$ cat src/rtl/snes_loader_pkg.sv
// ============================================================================
//  Module      : snes_loader_pkg
//  Description : Shared emitter state type and halfword byte-swap helper.
//  Revision    : 1.0 - initial release
// ============================================================================
`default_nettype none

package snes_loader_pkg;

    typedef enum logic [1:0] {
        S_IDLE = 2'd0,
        S_LO   = 2'd1,
        S_HI   = 2'd2
    } emit_state_t;

    localparam int c_WORD_W = 32;

    // Big-endian halfword from the bridge becomes little-endian for the SNES.
    function automatic logic [15:0] swap_halfword(input logic [15:0] be_half);
        return {be_half[7:0], be_half[15:8]};
    endfunction

endpackage

`default_nettype wire

$ cat src/rtl/sync_word_fifo.sv
// ============================================================================
//  Module      : sync_word_fifo
//  Description : Single-clock FIFO; a pop in the same cycle frees room for a push.
//  Revision    : 1.0 - initial release
// ============================================================================
`default_nettype none

module sync_word_fifo #(
    parameter int WIDTH = 32,
    parameter int DEPTH = 4
) (
    input  logic             clk,
    input  logic             rst_n,
    input  logic             i_push,
    input  logic [WIDTH-1:0] i_push_data,
    input  logic             i_pop,
    output logic [WIDTH-1:0] o_pop_data,
    output logic             o_full,
    output logic             o_empty
);

    localparam int c_PW = $clog2(DEPTH);

    logic [WIDTH-1:0] r_mem [DEPTH];
    logic [c_PW:0]    r_wr_ptr;
    logic [c_PW:0]    r_rd_ptr;
    logic             w_do_pop;
    logic             w_do_push;

    assign o_empty    = (r_wr_ptr == r_rd_ptr);
    assign o_full     = (r_wr_ptr[c_PW] != r_rd_ptr[c_PW]) &&
                        (r_wr_ptr[c_PW-1:0] == r_rd_ptr[c_PW-1:0]);
    assign w_do_pop   = i_pop && !o_empty;
    assign w_do_push  = i_push && (!o_full || w_do_pop);
    assign o_pop_data = r_mem[r_rd_ptr[c_PW-1:0]];

    always_ff @(posedge clk or negedge rst_n) begin
        if (!rst_n) begin
            r_wr_ptr <= '0;
            r_rd_ptr <= '0;
        end else begin
            if (w_do_push) r_wr_ptr <= r_wr_ptr + 1'b1;
            if (w_do_pop)  r_rd_ptr <= r_rd_ptr + 1'b1;
        end
    end

    always_ff @(posedge clk) begin
        if (w_do_push) r_mem[r_wr_ptr[c_PW-1:0]] <= i_push_data;
    end

endmodule

`default_nettype wire

$ cat src/rtl/rom_word_loader.sv
// ============================================================================
//  Module      : rom_word_loader
//  Description : Buffers 32-bit bridge words and emits them as SDRAM halfwords.
//  Revision    : 1.0 - initial release
// ============================================================================
`default_nettype none

module rom_word_loader
    import snes_loader_pkg::*;
#(
    parameter int FIFO_DEPTH = 4,
    parameter int ADDR_W     = 25
) (
    input  logic              clk_mem,
    input  logic              reset_n,
    input  logic              dl_start,
    input  logic              dl_end,
    input  logic              bridge_wr,
    input  logic [31:0]       bridge_addr,
    input  logic [31:0]       bridge_wr_data,
    output logic              mem_wr,
    input  logic              mem_ack,
    output logic [ADDR_W-1:0] addr,
    output logic [15:0]       data,
    output logic              downloading,
    output logic [31:0]       loaded_bytes,
    output logic              overflow
);

    localparam int c_WA_W    = ADDR_W - 2;
    localparam int c_ENTRY_W = c_WA_W + c_WORD_W;

    emit_state_t          r_state;
    logic                 r_end_pending;
    logic [15:0]          r_lo_half;
    logic [c_ENTRY_W-1:0] w_fifo_out;
    logic                 w_fifo_full;
    logic                 w_fifo_empty;
    logic                 w_push;
    logic                 w_pop;
    logic                 w_start;
    logic                 w_fall;
    logic                 w_hw_acked;
    logic [c_WA_W-1:0]    w_pop_addr;
    logic [31:0]          w_pop_word;
    logic                 w_unused_addr_bits;

    assign w_unused_addr_bits = ^{bridge_addr[1:0], bridge_addr[31:ADDR_W]};

    assign w_start    = dl_start && !downloading;
    assign w_fall     = downloading && r_end_pending && w_fifo_empty && (r_state == S_IDLE);
    assign w_push     = bridge_wr && downloading;
    assign w_pop      = !w_fifo_empty &&
                        ((r_state == S_IDLE) || ((r_state == S_HI) && mem_ack));
    assign w_hw_acked = mem_wr && mem_ack;
    assign w_pop_addr = w_fifo_out[c_ENTRY_W-1:c_WORD_W];
    assign w_pop_word = w_fifo_out[c_WORD_W-1:0];

    sync_word_fifo #(
        .WIDTH (c_ENTRY_W),
        .DEPTH (FIFO_DEPTH)
    ) u_fifo (
        .clk         (clk_mem),
        .rst_n       (reset_n),
        .i_push      (w_push),
        .i_push_data ({bridge_addr[ADDR_W-1:2], bridge_wr_data}),
        .i_pop       (w_pop),
        .o_pop_data  (w_fifo_out),
        .o_full      (w_fifo_full),
        .o_empty     (w_fifo_empty)
    );

    always_ff @(posedge clk_mem or negedge reset_n) begin
        if (!reset_n) begin
            downloading   <= 1'b0;
            r_end_pending <= 1'b0;
            overflow      <= 1'b0;
        end else begin
            if (w_start) begin
                downloading   <= 1'b1;
                r_end_pending <= 1'b0;
            end else if (w_fall) begin
                downloading   <= 1'b0;
                r_end_pending <= 1'b0;
            end else if (dl_end && downloading) begin
                r_end_pending <= 1'b1;
            end

            if (w_start)
                overflow <= 1'b0;
            else if (w_push && w_fifo_full && !w_pop)
                overflow <= 1'b1;
        end
    end

    // The high halfword of the word being emitted goes out first (lower address).
    always_ff @(posedge clk_mem or negedge reset_n) begin
        if (!reset_n) begin
            r_state      <= S_IDLE;
            mem_wr       <= 1'b0;
            addr         <= '0;
            data         <= '0;
            r_lo_half    <= '0;
            loaded_bytes <= '0;
        end else begin
            if (w_start)
                loaded_bytes <= '0;
            else if (w_hw_acked)
                loaded_bytes <= loaded_bytes + 32'd2;

            case (r_state)
                S_IDLE: begin
                    if (!w_fifo_empty) begin
                        r_state   <= S_LO;
                        mem_wr    <= 1'b1;
                        addr      <= {w_pop_addr, 2'b00};
                        data      <= swap_halfword(w_pop_word[31:16]);
                        r_lo_half <= w_pop_word[15:0];
                    end
                end
                S_LO: begin
                    if (mem_ack) begin
                        r_state <= S_HI;
                        addr    <= {addr[ADDR_W-1:2], 2'b10};
                        data    <= swap_halfword(r_lo_half);
                    end
                end
                S_HI: begin
                    if (mem_ack) begin
                        if (!w_fifo_empty) begin
                            r_state   <= S_LO;
                            addr      <= {w_pop_addr, 2'b00};
                            data      <= swap_halfword(w_pop_word[31:16]);
                            r_lo_half <= w_pop_word[15:0];
                        end else begin
                            r_state <= S_IDLE;
                            mem_wr  <= 1'b0;
                        end
                    end
                end
                default: begin
                    r_state <= S_IDLE;
                    mem_wr  <= 1'b0;
                end
            endcase
        end
    end

endmodule

`default_nettype wire
$ cat config.mk
export PLATFORM = sky130hd
export DESIGN_NAME = rom_word_loader
export DESIGN_NICKNAME = d
export VERILOG_FILES = /design/src/rtl/snes_loader_pkg.sv /design/src/rtl/sync_word_fifo.sv /design/src/rtl/rom_word_loader.sv
export SDC_FILE = /design/constraint.sdc
export NUM_CORES = 1
export LEC_CHECK = 0
export ABC_AREA = 0
export CORE_MARGIN = 10
export CORE_UTILIZATION = 25
export DETAILED_ROUTE_END_ITERATION = 8
export PLACE_DENSITY_LB_ADDON = 0.2
export SYNTH_ARGS = -nofsm -noshare
export SYNTH_HDL_FRONTEND = slang
export SYNTH_SLANG_ARGS = --single-unit
$ cat constraint.sdc
create_clock -name clk_mem -period 6.7 [get_ports clk_mem]
set_input_delay 0.67 -clock clk_mem [delete_from_list [all_inputs] [get_ports clk_mem]]
set_output_delay 0.67 -clock clk_mem [all_outputs]
set_load 0.05 [all_outputs]
==> out/qor.yml <==
status: "finished, final reports clean"
setup_viol: 0
cts_sinks: 319
synthDistinctLibCells: 46
cts_buffers: 38
period_share: 0.444
synth_cells: 694
final_util: 0.321
grt_max_degree: 64
grt_pass1_vias: 7101
coreArea_um2: 49200
remaining_drc_errors: 0
irDropWorstVdd_mv: 0.202
grt.overflow.total: 0
regArea_um2: 9090
end_kind: "flop"
dp_hpwl_mm: 16.8
antenna_found_initial: 2
drt-initial-drc-count: 345
total_power_mw: 7.47
hold_viol: 0
min_period_ns: 2.97
p_leak_nw: 5.53
multi_input_area_um2: 3200
ys_ff_latch: 319
setup_tns_ns: 0
arrival_ns: 3.16
synth_area_um2: 12500
finalClockSkew_ns: 0.0185
place_ws_ns: 3.08
post_cts_buffers: 0
synth_top_area_cell: "edfxtp_1"
nets: 925
setup_ws_ns: 3.73
start_kind: "primary input"
io_buffers: 134
vias_per_cell: 4.22
crit_type: "primary input to flop"
fillers: 4798
wl_per_cell_um: 19.3
async_flop_share: 0.310
area_growth_pct: 26.5
fin_area_um2: 15800
start_util: 0.254
grt_setup_unrepaired: "false"
cts_buffer_depth: 3
grt_pass1_wl_mm: 45.0
path_clk_slew_ns: 0.06
drive_gt1_frac: 0.213
synthFlopType: "edfxtp_1"
num_vias: 6504
cap_violations: 0
synth_edf_count: 220
io_pins: 146
cts_root_buffer: "clkbuf_16"
firstDrtPassIters: 4
ys_top_cells_by_area: "edfxtp_1 53%, dfrtp_1 20%, mux4_2 9.9%"
whs_ns: 0.115
cts_resized: 0
row_count: 81
stdcell_count: 1542
final_max_slew_viol_count: 0
powerDensity_nw_per_um2: 474
hp-class: "primary input to async pin"
fp.dieH_um: 243
place_congestion: 0.704
fp.dieW_um: 243
slew_headroom: 0.315
dpl_cell_area_um2: 14600
dp.cells: 1472
tightest_slew_ns: 1.03
cts_tree: "built"
die-area_um2: 59200
worstSkewPairLatency_ns: 0.55
yosysSeqAreaShare: 0.729
htree_levels: 2
path_max_fanout: 30
drt_wl_total_mm: 29.7
yosysTopAreaCellShare: 0.530
critPathRequiredTime_ns: 6.88
yosys_warnings: 0
grt.total_usage: 0.0996
antenna_left: 0
ctsHoldBuffers: 0
num_antenna_cells: 0
synth.avg_cell_area_um2: 18.0
max_freq_mhz: 336
## cells by family after synthesis
| family | Yosys count | share of synthesized area |
|---|---|---|
| AND/OR/NAND/NOR | 163 | 0.0633 |
| XOR/XNOR | 34 | 0.0245 |
| other | 1 | 0.000301 |
| multiplexers | 111 | 0.150 |
| buffers and inverters | 40 | 0.0156 |
| AO/OA/AOI/OAI | 19 | 0.0100 |
| adder cells (fa/ha/maj) | 7 | 0.00703 |
| flip-flops | 319 | 0.729 |
## per-layer routing
| layer | track usage | wire [um] | up-vias |
|---|---|---|---|
| met5 | 0 | 37 | - |
| met4 | 0.0353 | 645 | 4 |
| met3 | 0.0275 | 1660 | 44 |
| met2 | 0.157 | 13800 | 148 |
| met1 | 0.129 | 13500 | 3351 |
| li1 | - | - | 2957 |
## path summary, 6_finish.rpt
kind,startpoint,end,slack [ns],cells past startpoint
max in group asynchronous,reset_n,u_fifo.r_rd_ptr[0],5.14,2
worst min register to register,u_fifo.r_wr_ptr[2],u_fifo.r_wr_ptr[2],0.49,1
min in group clk_mem,u_fifo.r_wr_ptr[2],u_fifo.r_wr_ptr[2],0.49,1
worst max register to register,u_fifo.r_rd_ptr[0],u_fifo.r_mem[3][26],3.95,5
worst max-delay path,mem_ack,u_fifo.r_mem[3][26],3.73,6
worst min-delay path,reset_n,data[1],0.11,1
## sequential cells by signal, indices dropped and copies added, names as in the netlist
name,flops
addr,24
data,16
downloading,1
loaded_bytes,31
mem_wr,1
overflow,1
r_end_pending,1
r_lo_half,16
r_state,2
u_fifo.r_mem,220
u_fifo.r_rd_ptr,3
u_fifo.r_wr_ptr,3
## where the power goes
part           switching [mW]  internal (mW)
Sequential              0.237           2.66
Combinational            1.49           1.10
Clock                   0.799           1.18
Total                    2.53           4.94
## layout by cell type, fill, tap and decap left out, types with 14 or more instances in the layout
cell,instances
edfxtp_1,220
clkdlybuf4s50_1,133
dfrtp_1,97
nand2_1,66
mux4_2,55
mux2_2,55
clkbuf_16,39
nor2_1,35
xnor2_1,21
clkbuf_1,14
## critical path: stages
cell and delay [ns]:
clkdlybuf4s50_1 0.65, inv_1 0.14, a21oi_1 0.25, o311a_1 0.34, and2_4 0.53, buf_4 0.54
## cells in the mapped netlist (2+ instances only)
| library cell | instances |
|---|---|
| a21oi_1 | 7 |
| and2_1 | 6 |
| and3_1 | 5 |
| and4_1 | 3 |
| buf_1 | 3 |
| buf_2 | 10 |
| buf_4 | 2 |
| buf_6 | 3 |
| clkbuf_1 | 9 |
| dfrtp_1 | 99 |
| edfxtp_1 | 220 |
| ha_1 | 7 |
| inv_1 | 12 |
| mux2_2 | 55 |
| mux4_2 | 55 |
| nand2_1 | 66 |
| nand2b_1 | 2 |
| nand3_1 | 12 |
| nand4_1 | 9 |
| nor2_1 | 36 |
| nor3_1 | 9 |
| nor3_2 | 2 |
| nor4_1 | 3 |
| o21ai_0 | 4 |
| or3_1 | 2 |
| or4_4 | 2 |
| xnor2_1 | 21 |
| xor2_1 | 12 |
## layout make-up
cell class                      instances  area share
Inverter                               12     0.00286
Clock buffer                           59      0.0705
Clock inverter                         11     0.00603
Sequential cell                       319       0.577
Timing Repair Buffer                  141      0.0882
Tap cell                              664      0.0527
Multi-Input combinational cell        336       0.203
Power figures use the tool's default switching activity.
